### src/rtl/dff_pipe_if.sv
// dff_pipe_if: handshake/data bundle for dff_pipe
// Ports: en_n, flush, in_valid, d (producer -> pipe); q, out_valid, count, stall_cnt (pipe -> consumer).
// master = producer side, slave = the pipe itself.
interface dff_pipe_if #(
  parameter int WIDTH = 8,
  parameter int DEPTH = 4
);
  localparam int CW = $clog2(DEPTH + 1);
  logic             en_n;
  logic             flush;
  logic             in_valid;
  logic [WIDTH-1:0] d;
  logic [WIDTH-1:0] q;
  logic             out_valid;
  logic [CW-1:0]    count;
  logic [15:0]      stall_cnt;
  modport master (output en_n, flush, in_valid, d, input q, out_valid, count, stall_cnt);
  modport slave (input en_n, flush, in_valid, d, output q, out_valid, count, stall_cnt);
endinterface

### src/rtl/dff_pipe.sv
// dff_pipe: WIDTH x DEPTH register pipeline with per-stage valid, active-low advance, flush and occupancy count
// Ports: clk, rst (async active-high), bus (dff_pipe_if.slave: en_n, flush, in_valid, d -> q, out_valid, count, stall_cnt).
// Optional macro DFF_PIPE_STALL_CNT_EN adds a saturating held-item stall counter; otherwise stall_cnt is 0.
module dff_pipe #(
  parameter int               WIDTH   = 8,
  parameter int               DEPTH   = 4,
  parameter logic [WIDTH-1:0] RST_VAL = '0,
  parameter bit               CLK_NEG = 1'b1
) (
  input logic       clk,
  input logic       rst,
  dff_pipe_if.slave bus
);
  localparam int CW = $clog2(DEPTH + 1);
  logic                        eclk;
  logic [DEPTH-1:0][WIDTH-1:0] data_q, data_d;
  logic [DEPTH-1:0]            valid_q, valid_d;
  logic [CW-1:0]               count_q, count_d;
  // CLK_NEG is static, so this resolves to a plain wire or a single clock inverter
  assign eclk = CLK_NEG ? ~clk : clk;
  always_comb begin
    data_d  = data_q;
    valid_d = valid_q;
    count_d = count_q;
    if (bus.flush) begin
      data_d  = {DEPTH{RST_VAL}};
      valid_d = '0;
      count_d = '0;
    end else if (!bus.en_n) begin
      data_d[0]  = bus.d;
      valid_d[0] = bus.in_valid;
      for (int i = 1; i < DEPTH; i++) begin
        data_d[i]  = data_q[i-1];
        valid_d[i] = valid_q[i-1];
      end
      // occupancy tracks items entering minus the one leaving the last stage
      count_d = count_q + CW'(bus.in_valid) - CW'(valid_q[DEPTH-1]);
    end
  end
  always_ff @(posedge eclk or posedge rst) begin
    if (rst) begin
      data_q  <= {DEPTH{RST_VAL}};
      valid_q <= '0;
      count_q <= '0;
    end else begin
      data_q  <= data_d;
      valid_q <= valid_d;
      count_q <= count_d;
    end
  end
  assign bus.q         = data_q[DEPTH-1];
  assign bus.out_valid = valid_q[DEPTH-1];
  assign bus.count     = count_q;
`ifdef DFF_PIPE_STALL_CNT_EN
  logic [15:0] stall_q, stall_d;
  // counts edges where a valid item sits in a held pipe, saturating at all-ones
  assign stall_d = bus.flush ? '0
                 : (bus.en_n && count_q != '0 && stall_q != 16'hFFFF) ? stall_q + 16'd1
                 : stall_q;
  always_ff @(posedge eclk or posedge rst) begin
    if (rst) stall_q <= '0;
    else     stall_q <= stall_d;
  end
  assign bus.stall_cnt = stall_q;
`else
  assign bus.stall_cnt = '0;
`endif
endmodule

### src/flat_wrapper.sv
// flat-port wrapper written by rule: the top's interface ports become plain ports
module dff_pipe_flat 
#(
  parameter int               WIDTH   = 8,
  parameter int               DEPTH   = 4,
  parameter logic [WIDTH-1:0] RST_VAL = '0,
  parameter bit               CLK_NEG = 1'b1
)
  (clk, rst, bus_en_n, bus_flush, bus_in_valid, bus_d, bus_q, bus_out_valid, bus_count, bus_stall_cnt);
  dff_pipe_if #(.WIDTH(WIDTH), .DEPTH(DEPTH)) bus_i ();
  input logic clk;
  input logic rst;
  input wire logic [$bits(bus_i.en_n)-1:0] bus_en_n;
  input wire logic [$bits(bus_i.flush)-1:0] bus_flush;
  input wire logic [$bits(bus_i.in_valid)-1:0] bus_in_valid;
  input wire logic [$bits(bus_i.d)-1:0] bus_d;
  output wire logic [$bits(bus_i.q)-1:0] bus_q;
  output wire logic [$bits(bus_i.out_valid)-1:0] bus_out_valid;
  output wire logic [$bits(bus_i.count)-1:0] bus_count;
  output wire logic [$bits(bus_i.stall_cnt)-1:0] bus_stall_cnt;
  assign bus_i.en_n = bus_en_n;
  assign bus_i.flush = bus_flush;
  assign bus_i.in_valid = bus_in_valid;
  assign bus_i.d = bus_d;
  assign bus_q = bus_i.q;
  assign bus_out_valid = bus_i.out_valid;
  assign bus_count = bus_i.count;
  assign bus_stall_cnt = bus_i.stall_cnt;
  dff_pipe #(.WIDTH(WIDTH), .DEPTH(DEPTH), .RST_VAL(RST_VAL), .CLK_NEG(CLK_NEG)) u_core (.clk(clk), .rst(rst), .bus(bus_i));
endmodule
### config.mk
export PLATFORM = sky130hd
export DESIGN_NAME = dff_pipe_flat
export DESIGN_NICKNAME = d
export VERILOG_FILES = /design/src/rtl/dff_pipe_if.sv /design/src/rtl/dff_pipe.sv /design/src/flat_wrapper.sv
export SDC_FILE = /design/constraint.sdc
export NUM_CORES = 1
export LEC_CHECK = 0
export ABC_AREA = 1
export BUFFER_PORTS_ARGS = -buffer_cell sky130_fd_sc_hd__buf_2
export CAP_MARGIN = 25
export CELL_PAD_IN_SITES_DETAIL_PLACEMENT = 1
export CELL_PAD_IN_SITES_GLOBAL_PLACEMENT = 2
export CORE_UTILIZATION = 35
export DETAILED_ROUTE_END_ITERATION = 10
export PLACE_DENSITY = 0.91
export SLEW_MARGIN = 20
export SYNTH_ARGS = -nofsm -noshare
export SYNTH_HDL_FRONTEND = slang
export SYNTH_SLANG_ARGS = --single-unit
### constraint.sdc
create_clock -name clk -period 5 [get_ports clk]
set_input_delay 0.75 -clock clk [delete_from_list [all_inputs] [get_ports clk]]
set_output_delay 0.75 -clock clk [all_outputs]
set_load 0.005 [all_outputs]
==> metrics.md, run 1 <==
| Metric | Value |
|---|---|
| Status | finished, final reports clean |
| Flop and latch count out of synthesis | 39 |
| Antenna viol nets, final | 0 |
| Hold Path Class | register to register |
| CP delay by family, top | flip-flops |
| DR vias | 1152 |
| Setup Buffers After CTS | 0 |
| Post-route cell area | 0.00189 mm2 |
| Non-Filler Instances | 266 |
| Die area | 0.00534 mm2 |
| GRT Residual Overflow | 0 |
| Placed instance area | 0.00180 mm2 |
| Clk_skew | 0.00286 ns |
| Dpl cells | 258 |
| Fraction of registers with async set or reset after synthesis | 100% |
| Clk root buf | clkbuf_8 |
| Gr usage total | 13.4% |
| Library cells used by synthesis | 18 |
| Static Leakage | 0.000953 uW |
| WP buf/inv | 1 |
| Slew @ Worst Pin | 0.530 ns |
| Syn. warnings | 0 |
| Top post-synthesis cells by area | dfrtn_1 (55%), buf_4 (11%), inv_1 (6.8%), nand2_1 (6.4%), o22ai_1 (5.3%) |
| Power per standard cell area | 307 mW/mm2 |
| FP Rows | 25 |
| Worst VDD drop | 111 uV |
| Sequential fraction of the synthesis area | 55.2% |
| Cell Area, Synth | 0.00177 mm2 |
| Critical path class | register to output port |
| Max-Cap Viols | 0 |
| Post-synth top area cell | dfrtn_1 |
| Total wire length | 2.99 mm |
| First DRT Iteration DRCs | 55 |
| H-Tree Depth | 2 |
| Port Buffers | 24 |
| # setup viols final | 0 |
| CP max FO | 5 |
| Count leader, synth | dfrtn_1 |
| CP max stage delay | 0.50 ns |
| Drc violations | 0 |
| Headroom to the max-slew limit | 64.7% |
| Worst-path clk slew | 0.05 ns |
| Die Span X | 73.0 um |
| Final Power | 579 uW |
| Die height | 73.0 um |
| Clock Latency Late Sink | 0.29 ns |
| Core ar. | 0.00479 mm2 |
| Final Slew Violations | 0 |
| Vias in the first global route | 1152 |
| Fin Setup TNS | 0 ns |
| Top cell type's share of synthesized area | 55.2% |
| Top-Level Pins | 41 |
| Worst setup SP type | register |
| Initial antenna violation count | 0 |
| Crit path required time | 4.25 ns |
| WP data arrival | 3.44 ns |
| Crit. End Element | output port |
| Top FF cell, synth | dfrtn_1 |
| Synthesis-to-finish area growth | 6.73% |
| Wirelength per Cell | 11.2 um |
| CTS buffer count | 5 |
| EDFF count, synth | 0 |
| RSZ-0062 raised after global routing | false |
| Estimated wirelength of the detail-placed design | 2.06 mm |
| Vias/cell | 4.33 |
| Synth top cells by count | dfrtn_1 (39), inv_1 (32), nand2_1 (30), buf_4 (26), o22ai_1 (15) |
| Crit-path cells | buf_2 |
| Drt first pass iters | 4 |
| Avg Cell Area, Syn | 9.76 um2 |
| Clock tree from TritonCTS | yes |
| Placer Congestion | 0.650 |
| Largest net degree at the start of global routing | 40 |
| Max clock buf depth | 2 |
| Setup ws final | 0.807 ns |
| Initial core utilization | 36.9% |
| Cells resized by post-CTS repair | 0 |
| Nets | 214 |
| Global-route wire length before repair | 5.26 mm |
| CP max-delay cell | dfrtn_1 |
| Hold Vio Cnt, Final | 0 |
| Mapped Cells | 181 |
| Ratio of cells with drive above 1 in the final layout | 20.6% |
| # diodes | 0 |
| Post-place setup slack | 0.497 ns |
| CTS sink count | 39 |
| Hold bufs inserted after CTS | 0 |
==> state kept, by name (all words and copies together), names as in the netlist <==
| name | cells |
|---|---|
| u_core.valid_q | 4 |
| u_core.bus.count | 3 |
| u_core.bus.q | 8 |
| u_core.data_q | 24 |
==> cells by family after synthesis <==
| family | synth area share (%) |
|---|---|
| buffers and inverters | 20.5 |
| DFF | 55.2 |
| and+or+nand+nor | 9.21 |
| AOI/OAI and AO/OA | 12.3 |
| adders and majority gates | 2.55 |
| other | 0.212 |
==> power breakdown <==
group	internal [uW]	switching, uW
sequential	327	3.79
clock	97.4	104
combinational	13.9	33.0
total	439	140
==> worst register-to-register path, stage by stage, from the launching register on <==
cell and delay (ns):
dfrtn_1 0.41, inv_1 0.06, ha_1 0.28, inv_1 0.06, ha_1 0.13, inv_1 0.05, fa_1 0.38, nand3b_1 0.17
nand3_1 0.07, nand2_1 0.05
==> metal layers <==
metal / share of wire [%] / wire (um) / global-route usage [%] / vias up
li1: - / - / - / 556
met1: 45 / 1340 / 16.4 / 563
met2: 49 / 1470 / 21.7 / 26
met3: 4.3 / 129 / 4.14 / 7
met4: 1.8 / 53 / 5.88 / 0
met5: 0 / 0 / 0 / -
==> cell type report <==
cell class,instances,area (um2)
Tap cell,67,83.8
Inverter,34,128
Multi-Input combinational cell,93,485
Clock buffer,6,72.6
Fill cell,581,2900
Timing Repair Buffer,25,128
Sequential cell,39,976
Clock inverter,2,12.5
==> through the flow <==
step / hold WS, ns / utilization (%)
6_report: 0.420 / 39.4
3_5_place_dp: 0.429 / 37.6
3_3_place_gp: 0.418 / 37.6
2_1_floorplan: 0.403 / -
4_1_cts: 0.431 / 39.4
5_1_grt: 0.447 / 39.4
==> layout by cell type, fill, tap and decap left out <==
master / synthesis / final
clkinvlp_4: 0 / 1
clkbuf_8: 0 / 5
inv_1: 32 / 32
o21ai_1: 5 / 5
fa_1: 1 / 1
clkbuf_1: 0 / 1
ha_1: 2 / 2
buf_2: 1 / 24
buf_4: 26 / 1
o22ai_1: 15 / 15
o21ai_2: 5 / 5
nand3b_1: 1 / 1
o21ai_0: 11 / 11
nand2_4: 1 / 1
nand3_1: 5 / 5
dfrtn_1: 39 / 39
nor2_2: 1 / 1
conb_1: 1 / 16
inv_2: 2 / 2
nand2_1: 30 / 30
clkinv_2: 0 / 1
==> final timing paths <==
path,start,to,slack (ns),cells after the start
setup reg to reg,u_core.bus.count[0],u_core.bus.count[2],3.20,9
setup / recovery,u_core.bus.count[1],bus_count[1],0.81,1
hold reg to reg,u_core.bus.q[5],u_core.bus.q[5],0.42,2
max in group asynchronous,rst,u_core.data_q[8],1.68,3
hold / removal,u_core.bus.q[5],u_core.bus.q[5],0.42,2
min in group asynchronous,rst,u_core.bus.q[0],2.96,3
Note: power is estimated with default switching activity, not from simulation.
==> run 2: changes to the inputs <==
CORE_UTILIZATION = 32   (was 35)
PLACE_DENSITY = 0.85   (was 0.91)
clock period = 3.9 ns   (was 5 ns; I/O delays follow)
==> run 2 against run 1 <==
Register-to-register slack lost 1.1 ns. Global-route usage is 1.3 points lower. Clock power is 35% higher. Die area increased by 9.1%. Cell count is 1.1% higher. Flip-flop and latch count unchanged. Core utilization down 2.9 points. Clock-buffer cell count unchanged. Combinational power is 30% higher. Wire length is 4.3% higher. Highest routed layer unchanged.
==> metrics.md, run 2 (synthesis results as in run 1) <==
| Metric | Value |
|---|---|
| Status | finished, final reports clean |
| Commonest non-fill, non-tap cells in the layout | dfrtn_1 (39), inv_1 (32), nand2_1 (30) |
| Setup Buffers After CTS | 0 (unchanged) |
| Power per standard cell area | 399 mW/mm2 (+30%) |
| Crit-path cells | buf_2 |
| CP max stage delay | 0.50 ns (about the same) |
| Die area | 0.00582 mm2 (+9.1%) |
| Clock tree from TritonCTS | yes |
| Static Leakage | 0.000963 uW (+1.1%) |
| CTS buffer count | 5 (unchanged) |
| Worst-path clk slew | 0.05 ns (about the same) |
| Critical path class | register to output port |
| Crit Reg-Reg Endpoint | u_core.bus.count[2] |
| Cells resized by post-CTS repair | 0 (unchanged) |
| Max clock buf depth | 2 (unchanged) |
| Hold Vio Cnt, Final | 0 (unchanged) |
| # diodes | 0 (unchanged) |
| Hold bufs inserted after CTS | 0 (unchanged) |
| Headroom to the max-slew limit | 64.9% (+0.24 points) |
| Slew @ Worst Pin | 0.526 ns (-0.00360 ns) |
| Seq. cell area | 976 um2 (unchanged) |
| Multi-input gate area | 485 um2 (unchanged) |
| RSZ-0062 raised after global routing | false |
| Synthesis-to-finish area growth | 7.51% |
| Port Buffers | 24 (unchanged) |
| Largest net degree at the start of global routing | 40 (unchanged) |
| Core ar. | 0.00520 mm2 (+8.8%) |
| Crit path required time | 3.31 ns (-0.94 ns) |
| Gr usage total | 12.1% (-1.3 points) |
| Max-Cap Viols | 0 (unchanged) |
| DR vias | 1138 (-1.2%) |
| H-Tree Depth | 2 (unchanged) |
| CP startpoint | u_core.bus.count[1] |
| FP Rows | 26 (+4.0%) |
| Vias/cell | 4.23 (-2.3%) |
| Drc violations | 0 (unchanged) |
| Nets | 215 (+0.47%) |
| Top-Level Pins | 41 (unchanged) |
| Fin Setup TNS | 0 ns (unchanged) |
| CP delay by family, top | flip-flops |
| Estimated wirelength of the detail-placed design | 2.16 mm (+5.0%) |
| Crit. End Element | output port |
| CP Depth | 1 (unchanged) |
| Clk_skew | 0.00404 ns (+0.00118 ns) |
| WP buf/inv | 1 (unchanged) |
| CP max-delay cell | dfrtn_1 |
| # setup viols final | 0 (unchanged) |
| CTS sink count | 39 (unchanged) |
| Placer Congestion | 0.695 (+7.0%) |
| Worst setup SP type | register |
| Setup crit end | bus_count[1] |
| Worst r2r src | u_core.bus.count[0] |
| Total wire length | 3.12 mm (+4.3%) |
| Die height | 76.3 um (+4.5%) |
| WP data arrival | 2.89 ns (-0.55 ns) |
| Ratio of cells with drive above 1 in the final layout | 21.1% (+0.50 points) |
| Worst VDD drop | 142 uV (+27%) |
| # fillers | 616 (+6.0%) |
| Hold Path Class | register to register |
| Clock Latency Late Sink | 0.29 ns (about the same) |
| First DRT Iteration DRCs | 79 (+44%) |
| Largest register FFs | 24 (unchanged) |
| Initial antenna violation count | 0 (unchanged) |
| GRT Residual Overflow | 0 (unchanged) |
| CP max FO | 5 (unchanged) |
| Vias in the first global route | 1163 (+0.95%) |
| Register-to-register setup slack | 2.12 ns (-1.08 ns) |
| Worst R2R Path Depth | 9 (unchanged) |
| Antenna viol nets, final | 0 (unchanged) |
| Final Slew Violations | 0 (unchanged) |
| Initial core utilization | 33.9% (-3.0 points) |
| Drt first pass iters | 4 (unchanged) |
| Fin Hold WS | 0.421 ns (+0.000675 ns) |
| Most flop-heavy register | u_core.data_q |
| Global-route wire length before repair | 5.51 mm (+4.7%) |
| Commonest non-fill, non-tap cell in the layout | dfrtn_1 |
| Clk root buf | clkbuf_8 |
| Wirelength per Cell | 11.6 um (+3.2%) |
| Die Span X | 76.3 um (+4.5%) |
[run 2: metal layers]
layer	GRT usage, %	wire [um]
met1	15.7	1440
met2	19.0	1500
met3	3.59	140
met4	4.62	46
met5	0	0
[run 2: layout make-up]
cell class                 instances  share of cell area (%)
timing repair buffer              26                    7.11
sequential                        39                    51.4
clock buffer                       6                    4.35
multi-input combinational         93                    25.6
tap                               70                    4.61
clock inverter                     1                   0.264
inverter                          34                    6.72
[run 2: metrics by stage]
| step | utilization, % | instances | setup WS (ns) | instance area [um2] | power [uW] |
|---|---|---|---|---|---|
| final | 36.5 | 269 | 0.421 | 1900 | 758 |
| after CTS | 36.5 | 269 | 0.409 | 1900 | 770 |
| after global placement | 34.8 | 262 | 0.263 | 1810 | 492 |
| after detailed placement | 34.8 | 262 | 0.165 | 1810 | 495 |
| after floorplan | - | 196 | 0.433 | 1820 | 488 |
| after global routing | 36.5 | 269 | 0.365 | 1900 | 799 |
[run 2: worst min path at each step]
stage | start | endpoint | slack [ns] | depth (start not counted)
finish | u_core.bus.q[7] | u_core.bus.q[7] | 0.42 | 2
detailed placement | u_core.bus.q[2] | u_core.bus.q[2] | 0.43 | 2
global placement | u_core.data_q[23] | u_core.data_q[23] | 0.42 | 2
floorplan | u_core.data_q[23] | u_core.data_q[23] | 0.40 | 2
CTS | u_core.bus.q[2] | u_core.bus.q[2] | 0.43 | 2
global route | u_core.bus.q[2] | u_core.bus.q[2] | 0.44 | 2
[run 2: where the power goes]
group | internal (uW) | switching (uW)
combinational | 18.5 | 42.7
clock | 139 | 133
sequential | 420 | 4.86
total | 577 | 181
==> run 3: changes to the inputs <==
CORE_UTILIZATION = 29   (was 32)
PLACE_DENSITY = 0.81   (was 0.85)
clock period = 3 ns   (was 3.9 ns; I/O delays follow)
==> run 3 against run 2 <==
Global-route usage shrank 0.62 points. Setup slack lost 0.33 ns. Hold slack lost 0.0024 ns. Critical path depth is the same. Register-to-register slack lost 0.93 ns. First-iteration DRC count is the same. Clock power grew 61%. Combinational power grew 45%. Cell count grew 3.0%. Non-clock buffer count grew 2. Clock-buffer cell count shrank 1. Clock skew grew 0.0047 ns. Critical endpoint unchanged. Largest power group unchanged.
==> metrics.md, run 3 (synthesis results as in run 1) <==
| Metric | Value |
|---|---|
| Status | finished, final reports clean |
| Top-Level Pins | 41 (unchanged) |
| Crit path required time | 2.55 ns (-0.76 ns) |
| Core ar. | 0.00589 mm2 (+13%) |
| WP data arrival | 2.46 ns (-0.43 ns) |
| # diodes | 0 (unchanged) |
| Final Slew Violations | 0 (unchanged) |
| WP buf/inv | 1 (unchanged) |
| Worst VDD drop | 226 uV (+60%) |
| Largest register FFs | 24 (unchanged) |
| CP startpoint | u_core.bus.count[1] |
| Nets | 217 (+0.93%) |
| Hold Vio Cnt, Final | 0 (unchanged) |
| Global-route wire length before repair | 5.55 mm (+0.62%) |
| Power per standard cell area | 544 mW/mm2 (+36%) |
| Initial antenna violation count | 0 (unchanged) |
| Hold bufs inserted after CTS | 0 (unchanged) |
| Final Core Density | 33.7% (-2.8 points) |
| Synthesis-to-finish area growth | 12.3% |
| Total wire length | 3.24 mm (+3.9%) |
| CP max-delay cell | dfrtn_1 |
| Crit. End Element | output port |
| Max clock buf depth | 2 (unchanged) |
| Clock Latency Late Sink | 0.30 ns (about the same) |
| Vias/cell | 4.17 (-1.5%) |
| Post-place setup slack | -0.0978 ns (-0.263 ns) |
| CTS buffer count | 5 (unchanged) |
| Wirelength per Cell | 11.7 um (+0.94%) |
| # setup viols final | 0 (unchanged) |
| Setup ws final | 0.0928 ns (-0.328 ns) |
| CP max stage delay | 0.51 ns (about the same) |
| Placer Congestion | 0.735 (+5.8%) |
| Max-Cap Viols | 0 (unchanged) |
| Crit-path cells | buf_2 |
| H-Tree Depth | 2 (unchanged) |
| CTS sink count | 39 (unchanged) |
| Initial core utilization | 30.0% (-3.9 points) |
| Hold path startpoint | u_core.bus.q[7] |
| Static Leakage | 0.00100 uW (+3.8%) |
| FP Rows | 28 (+7.7%) |
| Estimated wirelength of the detail-placed design | 2.23 mm (+3.4%) |
| DR vias | 1154 (+1.4%) |
| Worst-path clk slew | 0.05 ns (about the same) |
| Drc violations | 0 (unchanged) |
| Die Span X | 80.1 um (+4.9%) |
| Hold Path Class | register to register |
| Die height | 80.1 um (+4.9%) |
| Cells resized by post-CTS repair | 0 (unchanged) |
| First DRT Iteration DRCs | 79 (unchanged) |
| Port Buffers | 24 (unchanged) |
| RSZ-0062 raised after global routing | false |
| Vias in the first global route | 1164 (+0.086%) |
| Ratio of cells with drive above 1 in the final layout | 22.3% (+1.2 points) |
| Die area | 0.00641 mm2 (+10%) |
| Commonest non-fill, non-tap cells in the layout | dfrtn_1 (39), inv_1 (32), nand2_1 (30) |
| Largest net degree at the start of global routing | 40 (unchanged) |
| CP delay by family, top | flip-flops |
| Setup Buffers After CTS | 0 (unchanged) |
| Clock tree from TritonCTS | yes |
| # fillers | 715 (+16%) |
| GRT Residual Overflow | 0 (unchanged) |
| Critical path class | register to output port |
| Commonest non-fill, non-tap cell in the layout | dfrtn_1 |
| Worst setup SP type | register |
| Final Power | 1080 uW (+42%) |
| Antenna viol nets, final | 0 (unchanged) |
| Drt first pass iters | 4 (unchanged) |
| Gr usage total | 11.5% (-0.62 points) |
| Most flop-heavy register | u_core.data_q |
| Worst r2r src | u_core.bus.count[0] |
| Clk_skew | 0.00879 ns (+0.00475 ns) |
| Clk root buf | clkbuf_8 |
| Fin Hold WS | 0.419 ns (-0.00237 ns) |
| CP max FO | 5 (unchanged) |
-- run 3: cell types whose count changed in the layout (fill, tap and decap cells not counted) --
cell | previous run | this run
buf_12 | 0 | 3
buf_4 | 2 | 1
bufinv_16 | 0 | 1
clkbuf_8 | 6 | 5
clkinv_4 | 0 | 1
-- run 3: layout make-up --
cell class	count	area (um2)	area share (%)
Sequential cell	39	976	49.2
Multi-Input combinational cell	93	485	24.5
Timing Repair Buffer	28	188	9.46
Inverter	34	128	6.44
Tap cell	75	93.8	4.73
Clock buffer	5	68.8	3.47
Clock inverter	3	43.8	2.21
-- run 3: path summary, 6_finish.rpt --
| path | end | slack, ns | cells past startpoint |
|---|---|---|---|
| worst max-delay path | bus_count[1] | 0.09 | 1 |
| worst min-delay path | u_core.bus.q[7] | 0.42 | 2 |
| worst max register to register | u_core.bus.count[2] | 1.19 | 9 |
| worst min register to register | u_core.bus.q[7] | 0.42 | 2 |
| max in group asynchronous | u_core.bus.count[1] | 1.18 | 3 |
| min in group asynchronous | u_core.data_q[21] | 1.59 | 3 |
-- run 3: power breakdown --
group	internal [uW]	total (uW)	switching [uW]
combinational	31.1	88.9	57.8
clock	248	439	191
sequential	545	552	6.33
total	824	1080	255
-- run 3: metrics by stage --
| stage | cells | area (um2) | TNS (ns) |
|---|---|---|---|
| after floorplan | 196 | 1820 | 0 |
| after global placement | 269 | 1870 | -0.0186 |
| after detailed placement | 269 | 1870 | -0.0978 |
| after CTS | 277 | 1980 | 0 |
| after global routing | 277 | 1980 | 0 |
| final | 277 | 1980 | 0 |
-- run 3: metal layers --
metal  track usage [%]  part of all wire, %
met2              18.8                   47
met3              2.73                  4.4
met1              14.7                   47
met4              4.29                  1.2
met5                 0                    0
